File: src/rtl/ext_mem_port_pkg.sv
// Shared types for the external memory port: dataflow tokens, widths, FSM states.
`default_nettype none

package pkg_en;

  localparam int WIDTH_DATA   = 16;
  localparam int WIDTH_EXADDR = 8;
  localparam int WIDTH_INDEX  = 6;

  // Forward token: valid, first-of-stream, reserved flags, index, payload.
  typedef struct packed {
    logic                   v;
    logic                   a;
    logic                   r;
    logic                   c;
    logic [WIDTH_INDEX-1:0] i;
    logic [WIDTH_DATA-1:0]  d;
  } FTk_t;

  // Backward token: n = not-ready (backpressure), t = spare flag.
  typedef struct packed {
    logic n;
    logic t;
  } BTk_t;

  typedef struct packed {
    logic                   a;
    logic [WIDTH_INDEX-1:0] i;
    logic [WIDTH_DATA-1:0]  d;
  } rbuf_entry_t;

  typedef enum logic [1:0] {
    ST_IDLE = 2'd0,
    ST_PAD  = 2'd1,
    ST_BOOT = 2'd2,
    ST_RUN  = 2'd3
  } port_state_t;

endpackage

`default_nettype wire

File: src/rtl/ext_mem_port_if.sv
// Bundle of load/store/BRAM signals between the array and the external memory port.
`default_nettype none

interface ext_mem_port_if;
  import pkg_en::*;

  logic                    I_Boot;
  logic                    I_Ld_Req;
  logic [WIDTH_EXADDR-1:0] I_Ld_Addr;
  logic                    O_Ld_Rdy;
  FTk_t                    O_Ld_FTk;
  BTk_t                    I_Ld_BTk;
  logic                    I_St_Req;
  logic [WIDTH_EXADDR-1:0] I_St_Addr;
  FTk_t                    I_St_FTk;
  BTk_t                    O_St_BTk;
  logic                    O_Mem_En;
  logic                    O_Mem_We;
  logic [WIDTH_EXADDR-1:0] O_Mem_Addr;
  logic [WIDTH_DATA-1:0]   O_Mem_WData;
  logic [WIDTH_DATA-1:0]   I_Mem_RData;

  modport slave (
    input  I_Boot, I_Ld_Req, I_Ld_Addr, I_Ld_BTk, I_St_Req, I_St_Addr, I_St_FTk, I_Mem_RData,
    output O_Ld_Rdy, O_Ld_FTk, O_St_BTk, O_Mem_En, O_Mem_We, O_Mem_Addr, O_Mem_WData
  );

  modport master (
    output I_Boot, I_Ld_Req, I_Ld_Addr, I_Ld_BTk, I_St_Req, I_St_Addr, I_St_FTk, I_Mem_RData,
    input  O_Ld_Rdy, O_Ld_FTk, O_St_BTk, O_Mem_En, O_Mem_We, O_Mem_Addr, O_Mem_WData
  );

endinterface

`default_nettype wire

File: src/rtl/ext_mem_port_rbuf.sv
// Two-entry read buffer; head is presented combinationally from the read pointer.
`default_nettype none

module ext_mem_rbuf
  import pkg_en::*;
(
  input  logic        clock,
  input  logic        reset,
  input  logic        push,
  input  rbuf_entry_t push_data,
  input  logic        pop,
  output rbuf_entry_t head,
  output logic        full,
  output logic        empty,
  output logic [1:0]  count
);

  rbuf_entry_t mem_q [2];
  rbuf_entry_t mem_d [2];
  logic        wr_ptr_q, wr_ptr_d;
  logic        rd_ptr_q, rd_ptr_d;
  logic [1:0]  count_q, count_d;
  logic        do_push, do_pop;

  assign full  = (count_q == 2'd2);
  assign empty = (count_q == 2'd0);
  assign count = count_q;
  assign head  = mem_q[rd_ptr_q];

  // Push into a full buffer is only legal when the head leaves in the same cycle.
  assign do_push = push & (~full | pop);
  assign do_pop  = pop & ~empty;

  always_comb begin
    mem_d    = mem_q;
    wr_ptr_d = wr_ptr_q;
    rd_ptr_d = rd_ptr_q;
    if (do_push) begin
      mem_d[wr_ptr_q] = push_data;
      wr_ptr_d        = ~wr_ptr_q;
    end
    if (do_pop) begin
      rd_ptr_d = ~rd_ptr_q;
    end
    count_d = count_q + {1'b0, do_push} - {1'b0, do_pop};
  end

  always_ff @(posedge clock or negedge reset) begin
    if (!reset) begin
      mem_q[0] <= '0;
      mem_q[1] <= '0;
      wr_ptr_q <= 1'b0;
      rd_ptr_q <= 1'b0;
      count_q  <= 2'd0;
    end else begin
      mem_q    <= mem_d;
      wr_ptr_q <= wr_ptr_d;
      rd_ptr_q <= rd_ptr_d;
      count_q  <= count_d;
    end
  end

endmodule

`default_nettype wire

File: src/rtl/ext_mem_port.sv
// External memory port: boot sequencer, credit-gated BRAM loads, and stores, feeding
// a token stream through a two-entry read buffer.
`default_nettype none

module ext_mem_port
  import pkg_en::*;
#(
  parameter int BOOT_PAD  = 3,
  parameter int BOOT_LEN  = 5,
  parameter int BOOT_BASE = 0
) (
  input  logic           clock,
  input  logic           reset,
  ext_mem_port_if.slave  bus
);

  localparam int CNT_W = 16;

  port_state_t             state_q, state_d;
  logic [CNT_W-1:0]        cnt_q, cnt_d;
  logic                    rd_pend_q, rd_pend_d;
  logic [WIDTH_INDEX-1:0]  rd_idx_q, rd_idx_d;

  logic                    credit;
  logic                    pad_push;
  logic                    rd_issue;
  logic [WIDTH_EXADDR-1:0] rd_addr;
  logic                    ld_rdy;
  logic                    store_go;
  logic                    st_nack;

  rbuf_entry_t             push_entry;
  rbuf_entry_t             rb_head;
  logic                    rb_push, rb_pop, rb_full, rb_empty;
  logic [1:0]              rb_count;
  FTk_t                    ld_tok;
  BTk_t                    st_btk;

  // A read issued last cycle already owns a buffer slot.
  assign credit = (rb_count + {1'b0, rd_pend_q}) < 2'd2;

  always_comb begin
    state_d  = state_q;
    cnt_d    = cnt_q;
    pad_push = 1'b0;
    rd_issue = 1'b0;
    rd_addr  = '0;
    ld_rdy   = 1'b0;
    case (state_q)
      ST_IDLE: begin
        if (bus.I_Boot) begin
          cnt_d = '0;
          if (BOOT_PAD > 0)      state_d = ST_PAD;
          else if (BOOT_LEN > 0) state_d = ST_BOOT;
          else                   state_d = ST_RUN;
        end
      end
      ST_PAD: begin
        if (credit) begin
          pad_push = 1'b1;
          if (cnt_q == CNT_W'(BOOT_PAD - 1)) begin
            cnt_d = '0;
            if (BOOT_LEN > 0) state_d = ST_BOOT;
            else              state_d = ST_RUN;
          end else begin
            cnt_d = cnt_q + 1'b1;
          end
        end
      end
      ST_BOOT: begin
        if (credit) begin
          rd_issue = 1'b1;
          rd_addr  = WIDTH_EXADDR'(BOOT_BASE) + cnt_q[WIDTH_EXADDR-1:0];
          if (cnt_q == CNT_W'(BOOT_LEN - 1)) begin
            cnt_d   = '0;
            state_d = ST_RUN;
          end else begin
            cnt_d = cnt_q + 1'b1;
          end
        end
      end
      ST_RUN: begin
        if (bus.I_Ld_Req && credit) begin
          ld_rdy   = 1'b1;
          rd_issue = 1'b1;
          rd_addr  = bus.I_Ld_Addr;
        end
      end
      default: state_d = ST_IDLE;
    endcase
  end

  // Stores only get the BRAM port in RUN cycles where no read claims it.
  assign st_nack  = !((state_q == ST_RUN) && !rd_issue);
  assign store_go = bus.I_St_Req & bus.I_St_FTk.v & ~st_nack;

  assign rd_pend_d = rd_issue;
  assign rd_idx_d  = rd_issue ? rd_addr[WIDTH_INDEX-1:0] : '0;

  always_comb begin
    push_entry = '0;
    if (pad_push) begin
      push_entry.a = (cnt_q == '0);
    end else begin
      push_entry.i = rd_idx_q;
      push_entry.d = bus.I_Mem_RData;
    end
  end

  assign rb_push = pad_push | rd_pend_q;
  assign rb_pop  = ~rb_empty & ~bus.I_Ld_BTk.n;

  ext_mem_rbuf u_rbuf (
    .clock     (clock),
    .reset     (reset),
    .push      (rb_push),
    .push_data (push_entry),
    .pop       (rb_pop),
    .head      (rb_head),
    .full      (rb_full),
    .empty     (rb_empty),
    .count     (rb_count)
  );

  always_comb begin
    ld_tok = '0;
    if (!rb_empty) begin
      ld_tok.v = 1'b1;
      ld_tok.a = rb_head.a;
      ld_tok.i = rb_head.i;
      ld_tok.d = rb_head.d;
    end
  end

  always_comb begin
    st_btk   = '0;
    st_btk.n = st_nack;
  end

  assign bus.O_Ld_Rdy    = ld_rdy;
  assign bus.O_Ld_FTk    = ld_tok;
  assign bus.O_St_BTk    = st_btk;
  assign bus.O_Mem_En    = rd_issue | store_go;
  assign bus.O_Mem_We    = store_go;
  assign bus.O_Mem_Addr  = rd_issue ? rd_addr : (store_go ? bus.I_St_Addr : '0);
  assign bus.O_Mem_WData = store_go ? bus.I_St_FTk.d : '0;

  always_ff @(posedge clock or negedge reset) begin
    if (!reset) begin
      state_q   <= ST_IDLE;
      cnt_q     <= '0;
      rd_pend_q <= 1'b0;
      rd_idx_q  <= '0;
    end else begin
      state_q   <= state_d;
      cnt_q     <= cnt_d;
      rd_pend_q <= rd_pend_d;
      rd_idx_q  <= rd_idx_d;
    end
  end

  logic unused_sig;
  assign unused_sig = ^{bus.I_St_FTk.a, bus.I_St_FTk.r, bus.I_St_FTk.c, bus.I_St_FTk.i,
                        bus.I_Ld_BTk.t, rb_full};

endmodule

`default_nettype wire
File: src/flat_wrapper.sv
// flat-port wrapper written by rule: the top's interface ports become plain ports
module ext_mem_port_flat import pkg_en::*;
#(
  parameter int BOOT_PAD  = 3,
  parameter int BOOT_LEN  = 5,
  parameter int BOOT_BASE = 0
)
  (clock, reset, bus_I_Boot, bus_I_Ld_Req, bus_I_Ld_Addr, bus_I_Ld_BTk, bus_I_St_Req, bus_I_St_Addr, bus_I_St_FTk, bus_I_Mem_RData, bus_O_Ld_Rdy, bus_O_Ld_FTk, bus_O_St_BTk, bus_O_Mem_En, bus_O_Mem_We, bus_O_Mem_Addr, bus_O_Mem_WData);
  ext_mem_port_if bus_i ();
  input  logic clock;
  input  logic reset;
  input wire logic [$bits(bus_i.I_Boot)-1:0] bus_I_Boot;
  input wire logic [$bits(bus_i.I_Ld_Req)-1:0] bus_I_Ld_Req;
  input wire logic [$bits(bus_i.I_Ld_Addr)-1:0] bus_I_Ld_Addr;
  input wire logic [$bits(bus_i.I_Ld_BTk)-1:0] bus_I_Ld_BTk;
  input wire logic [$bits(bus_i.I_St_Req)-1:0] bus_I_St_Req;
  input wire logic [$bits(bus_i.I_St_Addr)-1:0] bus_I_St_Addr;
  input wire logic [$bits(bus_i.I_St_FTk)-1:0] bus_I_St_FTk;
  input wire logic [$bits(bus_i.I_Mem_RData)-1:0] bus_I_Mem_RData;
  output wire logic [$bits(bus_i.O_Ld_Rdy)-1:0] bus_O_Ld_Rdy;
  output wire logic [$bits(bus_i.O_Ld_FTk)-1:0] bus_O_Ld_FTk;
  output wire logic [$bits(bus_i.O_St_BTk)-1:0] bus_O_St_BTk;
  output wire logic [$bits(bus_i.O_Mem_En)-1:0] bus_O_Mem_En;
  output wire logic [$bits(bus_i.O_Mem_We)-1:0] bus_O_Mem_We;
  output wire logic [$bits(bus_i.O_Mem_Addr)-1:0] bus_O_Mem_Addr;
  output wire logic [$bits(bus_i.O_Mem_WData)-1:0] bus_O_Mem_WData;
  assign bus_i.I_Boot = bus_I_Boot;
  assign bus_i.I_Ld_Req = bus_I_Ld_Req;
  assign bus_i.I_Ld_Addr = bus_I_Ld_Addr;
  assign bus_i.I_Ld_BTk = bus_I_Ld_BTk;
  assign bus_i.I_St_Req = bus_I_St_Req;
  assign bus_i.I_St_Addr = bus_I_St_Addr;
  assign bus_i.I_St_FTk = bus_I_St_FTk;
  assign bus_i.I_Mem_RData = bus_I_Mem_RData;
  assign bus_O_Ld_Rdy = bus_i.O_Ld_Rdy;
  assign bus_O_Ld_FTk = bus_i.O_Ld_FTk;
  assign bus_O_St_BTk = bus_i.O_St_BTk;
  assign bus_O_Mem_En = bus_i.O_Mem_En;
  assign bus_O_Mem_We = bus_i.O_Mem_We;
  assign bus_O_Mem_Addr = bus_i.O_Mem_Addr;
  assign bus_O_Mem_WData = bus_i.O_Mem_WData;
  ext_mem_port #(.BOOT_PAD(BOOT_PAD), .BOOT_LEN(BOOT_LEN), .BOOT_BASE(BOOT_BASE)) u_core (.clock(clock), .reset(reset), .bus(bus_i));
endmodule
File: config.mk
export PLATFORM = sky130hd
export DESIGN_NAME = ext_mem_port_flat
export DESIGN_NICKNAME = d
export VERILOG_FILES = /design/src/rtl/ext_mem_port_pkg.sv /design/src/rtl/ext_mem_port_if.sv /design/src/rtl/ext_mem_port_rbuf.sv /design/src/rtl/ext_mem_port.sv /design/src/flat_wrapper.sv
export SDC_FILE = /design/constraint.sdc
export NUM_CORES = 1
export LEC_CHECK = 0
export ABC_CLOCK_PERIOD_IN_PS = 2100
export CORE_ASPECT_RATIO = 2
export CORE_MARGIN = 5
export CORE_UTILIZATION = 43
export DETAILED_ROUTE_END_ITERATION = 16
export HOLD_SLACK_MARGIN = 0.08
export PLACE_DENSITY = 0.87
export SYNTH_ARGS = -nofsm -noshare
export SYNTH_HDL_FRONTEND = slang
export SYNTH_SLANG_ARGS = --single-unit
File: constraint.sdc
create_clock -name clock -period 2.1 [get_ports clock]
set_clock_uncertainty 0.05 [all_clocks]
set_input_delay 0.42 -clock clock [delete_from_list [all_inputs] [get_ports clock]]
set_output_delay 0.42 -clock clock [all_outputs]
set_load 0.05 [all_outputs]
Word level (Yosys, flattened, before mapping)
Index checks and enable logic that the tools add are counted.
Word-level totals
  input bits: 65
  output and inout bits: 55
  bits in registers: 75
Operators by class
  bitwise logic cells: 15
  reductions and logical operators: 11
  mux-type cells: 34
  add/sub/neg operators: 4
  $lt $le $gt $ge: 4
  equality and inequality tests: 11
Operator list (count)
  $mux W16: 6
  $mux W23: 4
  $pmux W16 S3: 1
  $bwmux W46: 1
  $mux W22: 2
  $mux W8: 4
  $demux W23 S1: 1
  $add A16 B1 Y16 const B: 1
  $eq A16 B2 Y1 const B: 1
  $eq A16 B3 Y1 const B: 1
  $logic_not A16 Y1: 1
  $pmux W8 S2: 1
  $mux W2: 6
  $ne A2 B1 Y1 const B: 4
  $eq A2 B2 Y1 const B: 3
  $mux W6: 1
  $pmux W2 S3: 1
  $reduce_and A6 Y1: 1
  $and A1 B1 Y1: 5
  $mux W1: 5
  $not A1 Y1: 5
  $add A2 B1 Y2: 2
  $ge A2 B2 Y1 const B: 2
  $logic_not A2 Y1: 2
  other kinds (12): 18

Logic depth before layout (Yosys ltp)
Gate-level depths: netlist (run 1).
  word-level depth: 10
  mapped depth: 9
  gate-level depth less buffers: 9

By module
Synthesis (run 1) repeated with hierarchy kept, for this count alone.
Unflattened totals
  cell total of the unflattened synthesis: 390
  area, all modules: 4429.2 µm²
Modules (own cells, without submodules)
  ext_mem_rbuf: instances 1, cells an instance 141, sequential area each 1251.2 µm², area each 2371.0 µm²
  ext_mem_port: instances 1, cells an instance 249, sequential area each 625.6 µm², area each 2058.2 µm²

Least setup slack after synthesis (run 1)
No wires, ideal clock.
  path kind: register to output
  start: reg u_core.state_q[0]
  end: out bus_O_Mem_WData[12]
  buffers on the path: 1
  cell stages (with the launch flop): 7
  data arrival time: 2.186 ns
  path slack: -0.556 ns
  data required time: 1.630 ns
  cells stage by stage: dfrtp_1 inv_1 ha_1 nor3b_2 nor3_1 buf_2 and2_1
On the way
  longest elaborated chain between the ends: 6
  elaborated cells on any way between the ends: 7
  those cells by class: 2 x eq/ne; 2 x mux; 1 x bitwise; 2 x reduce/logical
RTL lines
  from (decl): RTL line ext_mem_port.sv:19  | port_state_t state_q, state_d;
  from (signal assigned): RTL line ext_mem_port.sv:155  | state_q <= state_d;
  $eq A2 B2 Y1 (on tied branches): RTL line ext_mem_port.sv:49, ext_mem_port.sv:94
  $pmux W1 S2: RTL line ext_mem_port.sv:49  | case (state_q)
  $logic_not A1 Y1: RTL line ext_mem_port.sv:94  | assign st_nack = !((state_q == ST_RUN) && !rd_issue);
  $logic_and A1 B1 Y1 *: RTL line ext_mem_port.sv:94
  $and A1 B1 Y1 *: RTL line ext_mem_port.sv:95  | assign store_go = bus.I_St_Req & bus.I_St_FTk.v & ~st_nack;
  named net bus_O_Mem_We: RTL line flat_wrapper.sv:24  | output wire logic [$bits(bus_i.O_Mem_We)-1:0] bus_O_Mem_We;
  $mux W16 *: RTL line ext_mem_port.sv:146  | assign bus.O_Mem_WData = store_go ? bus.I_St_FTk.d : '0;
  to (decl): RTL line flat_wrapper.sv:26  | output wire logic [$bits(bus_i.O_Mem_WData)-1:0] bus_O_Mem_WData;
Mark *: on every way through the listed nets, which the timed path passes. The rest lies on a longest branch.

Final worst setup path (run 1)
  start: reg u_core.state_q[0]
  end: out bus_O_Mem_Addr[2]
On the way
  longest elaborated chain between the ends: 7
  elaborated cells on any way between the ends: 9
  those cells by class: 2 x eq/ne; 4 x mux; 1 x bitwise; 2 x reduce/logical
RTL lines
  $eq A2 B2 Y1 (on tied branches): RTL line ext_mem_port.sv:49, ext_mem_port.sv:94
  $pmux W1 S2: RTL line ext_mem_port.sv:49
  $logic_not A1 Y1: RTL line ext_mem_port.sv:94
  $logic_and A1 B1 Y1: RTL line ext_mem_port.sv:94
  $and A1 B1 Y1: RTL line ext_mem_port.sv:95
  $mux W8: RTL line ext_mem_port.sv:145  | assign bus.O_Mem_Addr = rd_issue ? rd_addr : (store_go ? bus.I_St_Addr : '0);
  $mux W8 *: RTL line ext_mem_port.sv:145
  to (decl): RTL line flat_wrapper.sv:25  | output wire logic [$bits(bus_i.O_Mem_Addr)-1:0] bus_O_Mem_Addr;
Every way passes the cells marked *; elsewhere a longest branch is shown, timed or not.

==> results.sh, run 1 <==
export IMPL_cts_path_max_buffers=2
export IMPL_grt_first_pass_wirelength_mm=20.1
export IMPL_worst_slew_pin_slew_ps=528
export IMPL_drtIter0Drc=390
export IMPL_yosysWarnings=0
export IMPL_leakage_nw=3.01
export IMPL_r2r_end="u_core.cnt_q[1]$_DFFE_PN0P_"
export IMPL_rsz0062_at_grt="yes"
export IMPL_via_per_inst=5.87
export IMPL_grt_use_met3_pct=4.99
export IMPL_cp_arrival_ps=2140
export IMPL_worstHoldPathCells=2
export IMPL_grt_overflow_total=0
export IMPL_synth_avg_cell_area_um2=8.94
export IMPL_ios=120
export IMPL_synth_edf_count=0
export IMPL_diodes=0
export IMPL_power_frac_clock_pct=15.0
export IMPL_worstPathRequired_ps=1630
export IMPL_min_to="u_core.u_rbuf.mem_q[27]$_DFFE_PN0P_"
export IMPL_vias=4061
export IMPL_drtPass1Iterations=5
export IMPL_cp_max_fo=10
export IMPL_status="finished with violations"
export IMPL_synth_top_area_cell="dfrtp_1"
export IMPL_core_area_um2=9010
export IMPL_r2r_cells=10
export IMPL_power_density_nw_per_um2=1510
export IMPL_cts_root_buf="clkbuf_16"
export IMPL_totalPowerFinal_mw=9.95
export IMPL_hold_class="flop to flop"
export IMPL_cap_violations=0
export IMPL_yosysTopAreaCellShare_pct=47.1
export IMPL_synth_area_leaders="dfrtp_1 (47%), nand2_1 (8.2%), o21ai_0 (6.6%)"
export IMPL_cts_clk_slew_worst_paths_ps=60
export IMPL_r2r_slack_ps=-60
export IMPL_antenna_found_initial=0
export IMPL_p_sw_share_pct=45.3
export IMPL_tritoncts="yes"
export IMPL_clock_fmax_mhz=384
export IMPL_hold_violations=0
export IMPL_port_buffers=106
export IMPL_use_met1_pct=21.9
export IMPL_violations="negative setup slack"
export IMPL_fp_row_count=49
export IMPL_worstHoldStart="u_core.u_rbuf.mem_q[27]$_DFFE_PN0P_"
export IMPL_critical_path_slowest_cell="dfrtp_1"
export IMPL_pwr_share_comb_pct=63.1
export IMPL_stdcell_count=692
export IMPL_postSynthCellCount=446
export IMPL_crit_type="flop to primary output"
export IMPL_grt_pass1_vias=4155
export IMPL_synth_seq_cells=75
export IMPL_seqPwrFrac_pct=21.8
export IMPL_vdd_drop_max_mv=0.934
export IMPL_final_area_um2=6590
export IMPL_clk_insertion_delay_late_ps=340
export IMPL_top_usage_layer="met2"
export IMPL_finalCritPeriodShare_pct=124
export IMPL_wl_mm=14.0
export IMPL_gp_congestion=0.851
export IMPL_fp_dieW_um=78.1
export IMPL_die_height_um=146
export IMPL_p_int_mw=5.44
export IMPL_fin_tns_setup_ps=-11550
export IMPL_dp_hpwl_mm=9.09
export IMPL_synth_seq_area_share_pct=47.1
export IMPL_synth_area_um2=3990
export IMPL_place_ws_ps=-382
export IMPL_setup_violations=33
export IMPL_timing_hold_ws_ps=430
export IMPL_fin_crit_ps=2610
export IMPL_grt_max_degree=32
export IMPL_ant_nets=0
export IMPL_start_util_pct=44.3
export IMPL_fin_nets=661
export IMPL_worstPathCellList="ha_2 -> nand2_2 -> nor3_2 -> buf_6 -> a22o_1 -> a21oi_2 -> inv_2 -> buf_4"
export IMPL_final_core_util_pct=73.1
export IMPL_async_flop_share_pct=100
export IMPL_cts_htree_levels=3
export IMPL_cpPeakStageDelay_ps=380
export IMPL_placedInstanceArea_um2=5980
export IMPL_synth_top_flop_cell="dfrtp_1"
export IMPL_drc=0
export IMPL_r2r_start="u_core.state_q[1]$_DFFE_PN0P_"
export IMPL_relSlewSlack_pct=64.8
export IMPL_final_fill_count=535
export IMPL_post_drt_wl_per_cell_um=20.3
export IMPL_maxSlewViolCount=0
export IMPL_cts_buffers=9
export IMPL_power_switching_mw=4.51
export IMPL_syn2layout_area_growth_pct=65.1
export IMPL_die_area_um2=11400
export IMPL_setup_slack_ps=-506
export IMPL_yosysMostFrequentCell="nand2_1"
export IMPL_drive_gt1_share_pct=35.1
export IMPL_grt_usage_pct=21.9
export IMPL_critPathLaunchType="flop"
export IMPL_synth_commonest_cells="nand2_1 (87), dfrtp_1 (75), o21ai_0 (53)"
export IMPL_critPathCaptureType="primary output"
export IMPL_clock_sinks=75
export IMPL_ys_types=52
export IMPL_use_met2_pct=40.4
export IMPL_placed_cells_incl_taps=670
-- worst max-delay path by stage --
stage                    endpoint  cells after the start                           from  slack, ps
5_1_grt         bus_O_Mem_Addr[2]                      8  u_core.state_q[0]$_DFFE_PN0P_       -560
6_report        bus_O_Mem_Addr[2]                      8  u_core.state_q[0]$_DFFE_PN0P_       -510
3_5_place_dp   bus_O_Mem_WData[1]                      6                   bus_I_St_Req       -380
4_1_cts         bus_O_Mem_Addr[7]                      7     u_core.rd_pend_q$_DFF_PN0_       -430
2_1_floorplan   bus_O_Mem_Addr[7]                      6  u_core.state_q[0]$_DFFE_PN0P_        -60
3_3_place_gp   bus_O_Mem_WData[1]                      6                   bus_I_St_Req       -340
-- layout make-up --
type,instances,area [um2],area share [%]
multi-input combinational,319,2200,33.3
timing repair buffer,157,2010,30.6
tap,102,128,1.94
sequential,75,1880,28.5
inverter,23,86.3,1.31
clock inverter,7,58.8,0.893
clock buffer,9,225,3.42
-- power groups by stage --
stage | combinational [mW] | sequential [mW] | clock [mW]
3_5_place_dp | 5.68 | 2.17 | 0
4_1_cts | 5.94 | 2.15 | 1.50
6_report | 6.28 | 2.17 | 1.50
5_1_grt | 6.59 | 2.21 | 1.57
2_1_floorplan | 3.27 | 2.12 | 0
3_3_place_gp | 5.49 | 2.12 | 0
-- cells by family (layout without fill, tap and decap cells) --
logic type,Yosys count,in the layout,synth area share [%]
simple gates,178,178,21.0
flops,75,75,47.1
other cells,1,3,0.0940
fa+ha+maj,11,11,3.45
mux,23,23,5.77
buf+inv,54,196,5.77
xor+xnor,3,3,0.659
compound gates,101,101,16.2
-- critical path, delay by kind of cell, from the launching register on --
family	cells	cell delay, ps
AO/OA/AOI/OAI	2	260
flip-flops	1	380
adder cells (fa/ha/maj)	1	240
AND/OR/NAND/NOR	2	420
buffers and inverters	3	480
-- what timing repair did --
action	4_1_cts	5_1_grt
endpoints found under the hold margin	19	0
hold buffers	1	0
buffers inserted	2	2
gates cloned	0	1
endpoints found under the setup margin	71	65
resized for setup	37	26
pin swaps	9	8
-- metal layers --
metal  routed length (um)  up-vias
met5                    0        -
met4                  560        0
met3                  756       47
met2                 8020      204
met1                 4680     2013
li1                     -     1797
-- registers in the layout, summed over array words and instances (netlist names) --
name,flops
u_core.u_rbuf.mem_q,46
u_core.u_rbuf.count,2
u_core.rd_pend_q,1
u_core.u_rbuf.wr_ptr_q,1
u_core.rd_idx_q,6
u_core.u_rbuf.rd_ptr_q,1
u_core.cnt_q,16
u_core.state_q,2
-- placed cells by master, fill, tap and decap left out, types with 5 or more instances in the layout --
cell,netlist,final
buf_6,0,12
inv_2,0,9
nor2_1,34,12
nand4_1,5,5
nand2_1,87,85
dfrtp_1,75,75
buf_12,0,50
clkdlybuf4s50_1,0,53
buf_4,6,37
o21ai_0,53,51
a22o_1,10,8
inv_1,23,14
and2_4,0,16
nor2_2,0,21
a21oi_2,1,6
nand3_1,9,7
mux2i_1,23,23
ha_1,11,6
clkbuf_16,0,10
Note: power is estimated with default switching activity, not from simulation.
==> run 2: changes to the inputs <==
--- a/config.mk
+++ b/config.mk
@@ -12,6 +12,8 @@
 export DETAILED_ROUTE_END_ITERATION = 16
 export HOLD_SLACK_MARGIN = 0.08
 export PLACE_DENSITY = 0.87
+export REMOVE_ABC_BUFFERS = 1
+export SETUP_SLACK_MARGIN = 0.3
 export SYNTH_ARGS = -nofsm -noshare
 export SYNTH_HDL_FRONTEND = slang
 export SYNTH_SLANG_ARGS = --single-unit
==> results.sh, run 2 (synthesis results as in run 1) <==
export IMPL_final_core_util_pct=78.6
export IMPL_ios=120
export IMPL_syn2layout_area_growth_pct=77.5
export IMPL_vdd_drop_max_mv=1.21
export IMPL_cts_htree_levels=3
export IMPL_largest_reg_flops=46
export IMPL_setup_violations=84
export IMPL_post_drt_wl_per_cell_um=23.1
export IMPL_power_density_nw_per_um2=1610
export IMPL_timing_hold_ws_ps=431
export IMPL_placedInstanceArea_um2=5630
export IMPL_vias=4339
export IMPL_grt_overflow_total=0
export IMPL_cp_arrival_ps=2230
export IMPL_clk_insertion_delay_late_ps=350
export IMPL_drtIter0Drc=449
export IMPL_hold_violations=0
export IMPL_diodes=0
export IMPL_fin_crit_ps=2700
export IMPL_cts_root_buf="clkbuf_16"
export IMPL_dp_hpwl_mm=7.97
export IMPL_via_per_inst=6.03
export IMPL_ff_latch_area_um2=1880
export IMPL_r2r_start="u_core.state_q[1]$_DFFE_PN0P_"
export IMPL_maxSlewViolCount=0
export IMPL_cap_violations=0
export IMPL_clock_sinks=75
export IMPL_fin_tns_setup_ps=-15120
export IMPL_gp_congestion=0.802
export IMPL_die_area_um2=11400
export IMPL_drc=0
export IMPL_r2r_cells=9
export IMPL_setup_slack_ps=-600
export IMPL_cp_max_fo=5
export IMPL_grt_max_degree=55
export IMPL_final_common_cell="nand2_1"
export IMPL_status="finished with violations"
export IMPL_grt_pass1_vias=4078
export IMPL_placed_cells_incl_taps=666
export IMPL_r2r_end="u_core.cnt_q[8]$_DFFE_PN0P_"
export IMPL_cts_path_max_buffers=2
export IMPL_r2r_slack_ps=-280
export IMPL_final_fill_count=452
export IMPL_wl_mm=16.6
export IMPL_leakage_nw=3.29
export IMPL_clock_fmax_mhz=370
export IMPL_antenna_found_initial=0
export IMPL_port_buffers=106
export IMPL_final_cell_mix="nand2_1 (85), dfrtp_1 (73), clkdlybuf4s50_1 (53)"
export IMPL_crit_type="flop to primary output"
export IMPL_regMostFlops="u_core.u_rbuf.mem_q"
export IMPL_drtPass1Iterations=7
export IMPL_finalCritPeriodShare_pct=129
export IMPL_worstPathRequired_ps=1630
export IMPL_stdcell_count=719
export IMPL_critPathLaunchType="flop"
export IMPL_grt_first_pass_wirelength_mm=19.5
export IMPL_endpoint="bus_O_Mem_Addr[6]"
export IMPL_multi_input_area_um2=2310
export IMPL_start_util_pct=44.3
export IMPL_critPathLaunch="u_core.rd_pend_q$_DFF_PN0_"
export IMPL_fp_dieW_um=78.1
export IMPL_reg_top3="u_core.u_rbuf.mem_q: 46 flops, u_core.cnt_q: 16 flops, u_core.rd_idx_q: 6 flops"
export IMPL_cts_clk_slew_worst_paths_ps=70
export IMPL_critPathCaptureType="primary output"
export IMPL_fp_row_count=49
export IMPL_die_height_um=146
export IMPL_fin_nets=688
export IMPL_violations="negative setup slack"
export IMPL_rsz0062_at_grt="yes"
export IMPL_grt_usage_pct=21.0
export IMPL_core_area_um2=9010
export IMPL_drive_gt1_share_pct=39.4
export IMPL_cts_buffers=9
export IMPL_ant_nets=0
export IMPL_tritoncts="yes"
export IMPL_hold_class="flop to flop"
export IMPL_final_area_um2=7080
[run 2: final cells by class]
type	instances	share of cell area, %
repair buffers	184	33.5
clock buffers	10	3.38
flip-flops and latches	75	26.5
inverters	23	1.25
clock inverters	6	0.919
well taps	102	1.80
multi-input cells	319	32.6
[run 2: worst min path at each step]
stage / start / cells past startpoint / to
after floorplan: reset / 0 / u_core.cnt_q[0]$_DFFE_PN0P_
after global placement: reset / 1 / u_core.rd_idx_q[5]$_DFF_PN0_
after detailed placement: reset / 1 / u_core.cnt_q[7]$_DFFE_PN0P_
after CTS: u_core.u_rbuf.mem_q[42]$_DFFE_PN0P_ / 2 / u_core.u_rbuf.mem_q[42]$_DFFE_PN0P_
after global routing: u_core.u_rbuf.mem_q[10]$_DFFE_PN0P_ / 2 / u_core.u_rbuf.mem_q[10]$_DFFE_PN0P_
final: u_core.u_rbuf.mem_q[10]$_DFFE_PN0P_ / 2 / u_core.u_rbuf.mem_q[10]$_DFFE_PN0P_
[run 2: report_power, final]
part           internal, mW  switching, mW  leakage [nW]
clock                 0.954          0.679         0.148
combinational          3.46           4.08          2.15
sequential             1.90          0.333         0.989
total                  6.32           5.09          3.29
[run 2: metal layers]
layer,routed length [um],global-route usage (%),vias to the layer above
met1,5190,21.9,2095
li1,-,-,1855
met4,1060,10.5,0
met5,0,0,-
met3,1110,4.50,87
met2,9260,38.4,302
[run 2: through the flow]
step	setup WS (ps)	power, mW
final	-600	11.4
after global routing	-668	11.8
after detailed placement	-389	7.61
after global placement	-334	7.39
after CTS	-441	9.70
after floorplan	-2490	5.08
[run 2: worst max-delay path: stages, from the launching register on]
cell      delay, ps
dfrtp_1         400
buf_6           130
a21boi_4        250
nor3b_4          80
buf_4           150
buf_6           120
a222oi_1        420
inv_1           140
buf_6           180
[run 2: timing repair]
item                       in CTS  in global routing
hold endpoints to repair       21                  0
setup endpoints to repair     118                118
resized for setup              51                166
hold buffers                    1                  0
pin swaps                      18                 35
gates cloned                    1                 11
buffers inserted                8                 16
==> run 3: changes to the inputs <==
--- a/config.mk
+++ b/config.mk
@@ -5,13 +5,14 @@
 export SDC_FILE = /design/constraint.sdc
 export NUM_CORES = 1
 export LEC_CHECK = 0
-export ABC_CLOCK_PERIOD_IN_PS = 2100
+export ABC_CLOCK_PERIOD_IN_PS = 3100
 export CORE_ASPECT_RATIO = 2
 export CORE_MARGIN = 5
-export CORE_UTILIZATION = 43
+export CORE_UTILIZATION = 47
 export DETAILED_ROUTE_END_ITERATION = 16
 export HOLD_SLACK_MARGIN = 0.08
-export PLACE_DENSITY = 0.87
+export PLACE_DENSITY = 0.9
+export RECOVER_POWER = 100
 export REMOVE_ABC_BUFFERS = 1
 export SETUP_SLACK_MARGIN = 0.3
 export SYNTH_ARGS = -nofsm -noshare
==> constraint.sdc (replaced) <==
create_clock -name clock -period 3.1 [get_ports clock]
set_clock_uncertainty 0.05 [all_clocks]
set_input_delay 0.62 -clock clock [delete_from_list [all_inputs] [get_ports clock]]
set_output_delay 0.62 -clock clock [all_outputs]
set_load 0.05 [all_outputs]
==> results.sh, run 3 (synthesis results as in run 1) <==
export IMPL_r2r_start="u_core.cnt_q[0]$_DFFE_PN0P_"
export IMPL_leakage_nw=2.59
export IMPL_grt_pass1_vias=3834
export IMPL_regMostFlops="u_core.u_rbuf.mem_q"
export IMPL_die_area_um2=10500
export IMPL_grt_usage_pct=21.1
export IMPL_diodes=0
export IMPL_port_buffers=106
export IMPL_drive_gt1_share_pct=14.1
export IMPL_relSlewSlack_pct=-21.8
export IMPL_dp_hpwl_mm=7.44
export IMPL_cts_root_buf="clkbuf_16"
export IMPL_fin_nets=621
export IMPL_ios=120
export IMPL_via_per_inst=5.59
export IMPL_worstHoldPathCells=2
export IMPL_cts_hold_buffers=0
export IMPL_final_core_util_pct=64.7
export IMPL_critPathLaunchType="primary input"
export IMPL_setup_violations=0
export IMPL_clk_insertion_delay_late_ps=340
export IMPL_worstHoldStart="u_core.u_rbuf.mem_q[24]$_DFFE_PN0P_"
export IMPL_largest_reg_flops=46
export IMPL_drtPass1Iterations=6
export IMPL_fp_dieW_um=75.1
export IMPL_fin_tns_setup_ps=0
export IMPL_cts_path_max_buffers=2
export IMPL_cp_max_fo=25
export IMPL_min_to="u_core.u_rbuf.mem_q[24]$_DFFE_PN0P_"
export IMPL_cp_arrival_ps=2170
export IMPL_cap_violations=1
export IMPL_maxSlewViolCount=76
export IMPL_r2r_slack_ps=330
export IMPL_die_height_um=140
export IMPL_vias=3609
export IMPL_final_common_cell="nand2_1"
export IMPL_antenna_found_initial=0
export IMPL_power_density_nw_per_um2=1030
export IMPL_cts_htree_levels=3
export IMPL_hold_violations=0
export IMPL_rsz0062_at_grt="yes"
export IMPL_fin_crit_ps=2840
export IMPL_gp_congestion=0.778
export IMPL_timing_hold_ws_ps=428
export IMPL_status="finished with violations"
export IMPL_start_util_pct=48.1
export IMPL_drc=0
export IMPL_grt_max_degree=76
export IMPL_post_drt_wl_per_cell_um=16.5
export IMPL_finalCritPeriodShare_pct=91.8
export IMPL_drtIter0Drc=278
export IMPL_grt_overflow_total=0
export IMPL_violations="max-capacitance violations, max-slew violations"
export IMPL_worst_slew_pin_slew_ps=1830
export IMPL_grt_first_pass_wirelength_mm=17.5
export IMPL_syn2layout_area_growth_pct=34.5
export IMPL_wl_mm=10.7
export IMPL_crit_type="primary input to primary output"
export IMPL_r2r_cells=8
export IMPL_tritoncts="yes"
export IMPL_hold_class="flop to flop"
export IMPL_critPathCaptureType="primary output"
export IMPL_fp_row_count=47
export IMPL_final_cell_mix="nand2_1 (87), dfrtp_1 (73), o21ai_0 (54)"
export IMPL_clock_sinks=75
export IMPL_vdd_drop_max_mv=0.733
export IMPL_ant_nets=0
export IMPL_clock_fmax_mhz=352
export IMPL_worstPathRequired_ps=2430
export IMPL_cts_clk_slew_worst_paths_ps=50
export IMPL_core_area_um2=8290
export IMPL_cts_buffers=9
export IMPL_reg_top3="u_core.u_rbuf.mem_q: 46 flops, u_core.cnt_q: 16 flops, u_core.rd_idx_q: 6 flops"
export IMPL_r2r_end="u_core.cnt_q[14]$_DFFE_PN0P_"
[run 3: changes by cell type in the layout (fill, tap and decap cells not counted), moves of 11 or more]
cell	before	now
o21ai_0	22	54
clkbuf_2	0	29
nor2_1	14	34
buf_6	31	0
and2_1	0	16
buf_4	39	7
clkbuf_16	26	9
buf_8	18	0
clkbuf_1	0	11
o21ai_1	27	0
and2_4	16	0
nor2_2	18	0
[run 3: worst max-delay path, stage by stage]
cell and delay (ps):
clkdlybuf4s50_1 450, nand2_1 40, nor3_1 240, nor3_2 110
buf_12 170, a222oi_1 230, inv_1 70, clkbuf_2 240
[run 3: timing repair]
| action | in CTS | in global routing |
|---|---|---|
| endpoints found under the setup margin | 5 | 11 |
| pin swaps | 0 | 1 |
| resized for setup | 3 | 5 |
| setup buffers | 1 | 2 |
[run 3: metal layers]
layer  global-route usage, %  routed length [um]
met1                    23.0                3760
met2                    37.7                5980
met3                    4.16                 632
met4                    9.40                 321
met5                       0                   0
[run 3: final cells by class]
type,count,area (um2)
clock buffer,12,267
clock inverter,2,35.0
fill,673,2930
inverter,23,86.3
multi-input combinational,319,1890
sequential,75,1880
tap,98,123
timing repair buffer,117,1080
[run 3: where the power goes]
group,switching [mW],leakage (nW),internal (mW)
registers,0.227,0.989,1.29
clock network,0.382,0.151,0.678
logic,1.96,1.45,1.01
[run 3: worst max-delay path by stage]
stage / from / endpoint / slack, ps
3_3_place_gp: bus_I_Ld_Req / bus_O_Mem_Addr[7] / 270
4_1_cts: u_core.state_q[0]$_DFFE_PN0P_ / bus_O_Mem_Addr[7] / 320
2_1_floorplan: u_core.u_rbuf.count[1]$_DFF_PN0_ / bus_O_Mem_Addr[7] / -1690
5_1_grt: bus_I_Ld_Req / bus_O_Mem_En / 160
3_5_place_dp: bus_I_Ld_Req / bus_O_Mem_Addr[7] / 240
6_report: bus_I_Ld_Req / bus_O_Mem_Addr[6] / 260
[run 3: metrics by stage]
stage                     area [um2]  instances  setup slack (ps)  total power, mW
after floorplan                 3850        417             -1690             3.44
after global placement          5340        629               273             4.72
after detailed placement        5340        629               243             4.85
after CTS                       5660        644               321             5.96
after global routing            5370        646               157             5.86
final                           5370        646               256             5.54
